$ cat src/rtl/par2ser_pkg.sv
// Shared encodings for the parallel-to-serial wrapper: FSM states and channel order.
package par2ser_pkg;

    typedef enum logic [0:0] {
        ST_IDLE = 1'b0,
        ST_SEND = 1'b1
    } state_t;

    localparam logic ORD_FWD = 1'b0;
    localparam logic ORD_REV = 1'b1;

endpackage

$ cat src/rtl/par2ser_if.sv
// Producer/consumer bundle for par2ser_wrapper: capture strobe, parallel words and serial stream.
interface par2ser_if #(
    parameter int unsigned DATA_W = 8,
    parameter int unsigned NUM_CH = 8
);
    logic                       begin_wr;
    logic [NUM_CH*DATA_W-1:0]   din;
    logic                       rev_order;
    logic                       out_ready;
    logic [DATA_W-1:0]          dout;
    logic                       outen;
    logic                       busy;
    logic                       done;

    modport master (
        output begin_wr, din, rev_order, out_ready,
        input  dout, outen, busy, done
    );

    modport slave (
        input  begin_wr, din, rev_order, out_ready,
        output dout, outen, busy, done
    );
endinterface

$ cat src/rtl/par2ser_word_sel.sv
// NUM_CH:1 word multiplexer selecting one DATA_W word from a flattened bank.
module par2ser_word_sel #(
    parameter int unsigned DATA_W = 8,
    parameter int unsigned NUM_CH = 8
) (
    input  logic [NUM_CH*DATA_W-1:0]        bank,
    input  logic [$clog2(NUM_CH)-1:0]       idx,
    output logic [DATA_W-1:0]               word
);
    localparam int unsigned IDX_W = $clog2(NUM_CH);

    always_comb begin
        word = '0;
        for (int unsigned k = 0; k < NUM_CH; k++) begin
            if (idx == IDX_W'(k)) begin
                word = bank[k*DATA_W +: DATA_W];
            end
        end
    end
endmodule

$ cat src/rtl/par2ser_wrapper.sv
// Captures NUM_CH words on begin_wr and streams them one per valid/ready beat,
// in ascending or descending channel order, with busy and a one-cycle done pulse.
module par2ser_wrapper
    import par2ser_pkg::*;
#(
    parameter int unsigned DATA_W = 8,
    parameter int unsigned NUM_CH = 8
) (
    input logic         clk,
    input logic         rst_n,
    par2ser_if.slave    bus
);
    localparam int unsigned IDX_W  = $clog2(NUM_CH);
    localparam int unsigned BANK_W = NUM_CH * DATA_W;
    localparam logic [IDX_W-1:0] IDX_LAST = IDX_W'(NUM_CH - 1);

    state_t              state_q, state_d;
    logic [IDX_W-1:0]    idx_q, idx_d;
    logic                rev_q, rev_d;
    logic [BANK_W-1:0]   bank_q, bank_d;
    logic [DATA_W-1:0]   dout_q, dout_d;
    logic                outen_q, busy_q, done_q, done_d;
    logic [DATA_W-1:0]   sel_word_c;
    logic                last_c;
    logic                hs_c;

    assign hs_c   = outen_q && bus.out_ready;
    assign last_c = (rev_q == ORD_REV) ? (idx_q == '0) : (idx_q == IDX_LAST);

    // Next-state logic: capture in IDLE, step or terminate on each handshake in SEND.
    always_comb begin
        state_d = state_q;
        idx_d   = idx_q;
        rev_d   = rev_q;
        bank_d  = bank_q;
        done_d  = 1'b0;
        case (state_q)
            ST_IDLE: begin
                if (bus.begin_wr) begin
                    bank_d  = bus.din;
                    rev_d   = bus.rev_order;
                    idx_d   = (bus.rev_order == ORD_REV) ? IDX_LAST : '0;
                    state_d = ST_SEND;
                end
            end
            ST_SEND: begin
                if (hs_c) begin
                    if (last_c) begin
                        state_d = ST_IDLE;
                        idx_d   = '0;
                        done_d  = 1'b1;
                    end else if (rev_q == ORD_REV) begin
                        idx_d = idx_q - IDX_W'(1);
                    end else begin
                        idx_d = idx_q + IDX_W'(1);
                    end
                end
            end
            default: state_d = ST_IDLE;
        endcase
    end

    // Select from the next bank/index so dout is registered in the same cycle the index moves.
    par2ser_word_sel #(
        .DATA_W (DATA_W),
        .NUM_CH (NUM_CH)
    ) u_word_sel (
        .bank (bank_d),
        .idx  (idx_d),
        .word (sel_word_c)
    );

    assign dout_d = (state_d == ST_SEND) ? sel_word_c : '0;

    always_ff @(posedge clk) begin
        if (!rst_n) begin
            state_q <= ST_IDLE;
            idx_q   <= '0;
            rev_q   <= ORD_FWD;
            dout_q  <= '0;
            outen_q <= 1'b0;
            busy_q  <= 1'b0;
            done_q  <= 1'b0;
        end else begin
            state_q <= state_d;
            idx_q   <= idx_d;
            rev_q   <= rev_d;
            dout_q  <= dout_d;
            outen_q <= (state_d == ST_SEND);
            busy_q  <= (state_d == ST_SEND);
            done_q  <= done_d;
        end
    end

    // Bank contents are don't-care across reset.
    always_ff @(posedge clk) begin
        bank_q <= bank_d;
    end

    assign bus.dout  = dout_q;
    assign bus.outen = outen_q;
    assign bus.busy  = busy_q;
    assign bus.done  = done_q;
endmodule

$ cat src/flat_wrapper.sv
// flat-port wrapper written by rule: the top's interface ports become plain ports
module par2ser_wrapper_flat import par2ser_pkg::*;
#(
    parameter int unsigned DATA_W = 8,
    parameter int unsigned NUM_CH = 8
)
  (clk, rst_n, bus_begin_wr, bus_din, bus_rev_order, bus_out_ready, bus_dout, bus_outen, bus_busy, bus_done);
  par2ser_if #(.DATA_W(DATA_W), .NUM_CH(NUM_CH)) bus_i ();
  input logic clk;
  input logic rst_n;
  input wire logic [$bits(bus_i.begin_wr)-1:0] bus_begin_wr;
  input wire logic [$bits(bus_i.din)-1:0] bus_din;
  input wire logic [$bits(bus_i.rev_order)-1:0] bus_rev_order;
  input wire logic [$bits(bus_i.out_ready)-1:0] bus_out_ready;
  output wire logic [$bits(bus_i.dout)-1:0] bus_dout;
  output wire logic [$bits(bus_i.outen)-1:0] bus_outen;
  output wire logic [$bits(bus_i.busy)-1:0] bus_busy;
  output wire logic [$bits(bus_i.done)-1:0] bus_done;
  assign bus_i.begin_wr = bus_begin_wr;
  assign bus_i.din = bus_din;
  assign bus_i.rev_order = bus_rev_order;
  assign bus_i.out_ready = bus_out_ready;
  assign bus_dout = bus_i.dout;
  assign bus_outen = bus_i.outen;
  assign bus_busy = bus_i.busy;
  assign bus_done = bus_i.done;
  par2ser_wrapper #(.DATA_W(DATA_W), .NUM_CH(NUM_CH)) u_core (.clk(clk), .rst_n(rst_n), .bus(bus_i));
endmodule
$ cat config.mk
export PLATFORM = sky130hd
export DESIGN_NAME = par2ser_wrapper_flat
export DESIGN_NICKNAME = d
export VERILOG_FILES = /design/src/rtl/par2ser_pkg.sv /design/src/rtl/par2ser_if.sv /design/src/rtl/par2ser_word_sel.sv /design/src/rtl/par2ser_wrapper.sv /design/src/flat_wrapper.sv
export SDC_FILE = /design/constraint.sdc
export NUM_CORES = 1
export LEC_CHECK = 0
export BUFFER_PORTS_ARGS = -buffer_cell sky130_fd_sc_hd__buf_2
export CORE_MARGIN = 5
export CORE_UTILIZATION = 40
export DETAILED_ROUTE_END_ITERATION = 7
export GPL_ROUTABILITY_DRIVEN = 0
export GPL_TIMING_DRIVEN = 0
export HOLD_SLACK_MARGIN = 0.08
export SLEW_MARGIN = 40
export SYNTH_ARGS = -nofsm -noshare
export SYNTH_HDL_FRONTEND = slang
export SYNTH_SLANG_ARGS = --single-unit
$ cat constraint.sdc
create_clock -name clk -period 2.8 [get_ports clk]
set_input_delay 0.14 -clock clk [delete_from_list [all_inputs] [get_ports clk]]
set_output_delay 0.14 -clock clk [all_outputs]
set_load 0.1 [all_outputs]
==> results.md <==
* Status: complete, no violations
* Worst skew pair latency at 340 ps
* Setup violators final at 0
* Yosys synthesis warning count at 0
* Ys flop type: dfxtp_1
* Worst r2r src: u_core.rev_q
* R2R depth at 7
* CP Max Fanout at 10
* FF-to-FF End: u_core.bus.dout[6]
* Ys async rst share at 0
* Int Power at 0.00204 W
* Worst rel slew slack at 0.609
* Num rows at 32
* Critical path arrival at 2650 ps
* Chip Width at about 100 µm
* DR vias/cell at 4.68
* NetSw at 0.000849 W
* Clock sink total at 78
* Fmax achieved at 0.418 GHz
* Fin util at 0.588
* Crit path kind: reg2reg
* DR iter-0 viols at 41
* Final hold vios at 0
* Combinational share of power at 0.268
* Flops & latches, synth at 78
* Initial Utilization at 0.414
* Endpoint, Worst Hold: u_core.bus.done
* Hpwl dp at 5.51 mm
* Hold Crit Depth at 3
* WP data required at around 3000 ps
* Mean Syn Cell Area at 11.7 µm²
* Clk_skew at 10.3 ps
* Commonest cells in the netlist: dfxtp_1 (78), mux2_2 (35), mux2i_1 (35), inv_1 (28), nor2_1 (12)
* Multi-input logic area at approximately 0.0015 mm²
* IO Count at 80
* First-pass GRT wire length at ~13 mm
* Crit end category: register
* GRT overflow at 0
* Total of fill cells in the finished design at 681
* Average wire per cell in the routed design at 14.8 µm
* Antenna-violating nets left at 0
* Post-Synthesis Cell Area at 0.00324 mm²
* Nets at ~500
* CP Cell Sequence: fa_1, xnor2_1, xnor2_1, a41oi_2, buf_6, mux4_2, a211oi_1
* Clock root buffer: clkbuf_8
* Syn nets at between 300 and 400
* # H-tree levels at 3
* Vias in the first global route at 2675
* Total track usage at 0.170
* Number of flops mapped to enable cells by yosys at 0
* Crit path largest cell delay at 530 ps
* Worst-margin pin slew at 586 ps
* Post-synth top area cell: dfxtp_1
* Largest net degree at the start of global routing at 13
* Unique masters post-synth at 35
* Post-synthesis sequential area ratio at 0.483
* Tcrit/Tclk final at 0.855
* Share of post-route cells with drive strength above 1 at 0.356
* Port Buffers at 79
* Synth Instances at around 280
* Longest Clk Path Bufs at 2
* Ant. Diodes at 0
* CORE AREA at 0.00781 mm²
* Count of cells resized by post-cts repair at 0
* CTS tree: yes
* Initial antenna violation count at 0
* Sequential cell fraction of total power at 0.459
* Setup Total Neg Slack at 0 ps
* Worst reg2reg setup slack at 410 ps
* Most common cell in the synthesized netlist: dfxtp_1
* Worst hold path class: in2reg
* Startpoint types: register
* Total Routed Length at 7.97 mm
* Max-slew violations at 0
* Sw frac at 0.294
* Top area cells in the synthesized netlist: dfxtp_1 (48%), mux2_2 (12%), mux2i_1 (11%), mux4_2 (4.2%), inv_1 (3.2%)
* Yosys top cell area share at 0.483
* Worst VDD drop at 0.351 mV
* Pwr dens at 629 mW/mm²
* FF/Latch Area at ~0.0016 mm²
* Max Cap Viol at 0
* Most used cell along the critical path: xnor2_1
* Pre-Repair DR Iteration Count at 4
* Post-CTS setup buffers at 0
* CTS Buf Count at 9
* Static Leak at 2.11 nW
* Syn-to-layout area delta at 41.9%
* DRC Markers at 0
* Clk pwr share at 0.273
* Die Area at 0.00999 mm²
* Worst hold path startpoint: bus_out_ready
* Routed vias at 2516
* Clk slew on worst S/H paths at 80 ps
* Die Span Y at between 90 and 100 µm
* Final min period at about 2400 ps
* CP max stage cell: mux4_2
* Unrepaired setup endpoints after global routing: false
critical path: cells and delay by family, from the launching register on:
kind / cells / cell delay [ps]
adders and majority gates: 1 / 450
AOI/OAI and AO/OA: 2 / 460
DFF: 1 / 380
xor gates and xnor gates: 2 / 290
buffers and inverters: 1 / 210
muxes: 1 / 530
what timing repair did:
| item | in CTS | in global routing |
|---|---|---|
| hold endpoints to repair | 65 | 0 |
| hold buffers | 65 | 0 |
| endpoints found under the setup margin | 0 | 0 |
how the worst max path moves through the flow:
stage                startpoint            endpoint  slack (ps)  cells past startpoint
6_report           u_core.rev_q  u_core.bus.dout[6]         410                      7
5_1_grt            u_core.rev_q  u_core.bus.dout[5]         240                      7
4_1_cts            u_core.rev_q  u_core.bus.dout[6]         380                      7
3_5_place_dp       u_core.rev_q  u_core.bus.dout[6]         400                      7
3_3_place_gp       u_core.rev_q  u_core.bus.dout[6]         430                      7
2_1_floorplan  u_core.bus.outen  u_core.bus.dout[3]         260                      6
sequential cells by signal (all words and copies together), names as in the netlist:
| register | flops |
|---|---|
| u_core.bus.done | 1 |
| u_core.idx_q | 3 |
| u_core.rev_q | 1 |
| u_core.bus.outen | 1 |
| u_core.bank_q | 64 |
| u_core.bus.dout | 8 |
cells in the final DEF (no fill, tap or decap), types with 2 or more instances in the layout:
cell	Yosys	layout
clkbuf_1	0	2
a21oi_1	3	3
nor2_1	12	12
nor2b_1	6	6
mux2i_1	35	35
mux2_2	35	35
o211ai_1	2	2
a211oi_1	2	2
or2_0	2	2
buf_2	7	86
nand2b_1	3	3
dfxtp_1	78	78
inv_1	28	28
a221oi_1	4	4
xnor2_1	2	2
mux4_2	6	6
mux2_1	9	9
o21a_1	6	6
o21ai_1	2	2
clkinv_2	0	4
clkbuf_8	0	9
buf_4	6	6
a211o_1	4	4
nand2_1	4	4
o21ai_0	4	4
a211oi_2	4	4
dlygate4sd3_1	0	65
stage by stage:
stage	std cells	total power [W]	hold slack [ps]	setup WS [ps]	instance area (µm²)
after floorplan	276	0.00188	262	262	3240
after global placement	457	0.00204	366	426	3760
after detailed placement	457	0.00206	368	398	3760
after CTS	538	0.00292	113	379	4590
after global routing	538	0.00306	137	243	4590
final	538	0.00289	120	406	4590
metal layers:
metal  wire length [µm]  track usage  vias up
li1                   -            -     1269
met1               3510        0.197     1174
met2               4020        0.299       63
met3                345       0.0493       10
met4                 89       0.0578        0
met5                  0            0        -
final cells by class:
| type | count | share of cell area |
|---|---|---|
| tap | 102 | 0.0278 |
| timing repair buffer | 144 | 0.228 |
| inverter | 28 | 0.0229 |
| clock buffer | 11 | 0.0286 |
| multi-input combinational | 156 | 0.322 |
| buffer | 14 | 0.0199 |
| clock inverter | 5 | 0.0109 |
| sequential | 78 | 0.340 |
power by group through the flow:
stage | clock network [W] | logic [W] | registers (W)
2_1_floorplan | 0 | 0.000410 | 0.00147
3_3_place_gp | 0 | 0.000695 | 0.00134
3_5_place_dp | 0 | 0.000707 | 0.00135
4_1_cts | 0.000817 | 0.000779 | 0.00132
5_1_grt | 0.000877 | 0.000843 | 0.00134
6_report | 0.000787 | 0.000774 | 0.00132
kinds of logic (layout without fill, tap and decap cells):
kind of cell | count (synthesis) | count (layout) | share of synthesized area
AOI/OAI and AO/OA | 35 | 35 | 0.0870
and+or+nand+nor | 33 | 33 | 0.0549
xor gates and xnor gates | 2 | 2 | 0.00541
adders and majority gates | 1 | 1 | 0.00619
buffers and inverters | 42 | 202 | 0.0607
muxes | 85 | 85 | 0.303
DFF | 78 | 78 | 0.483
(Power assumes the default switching activity.)
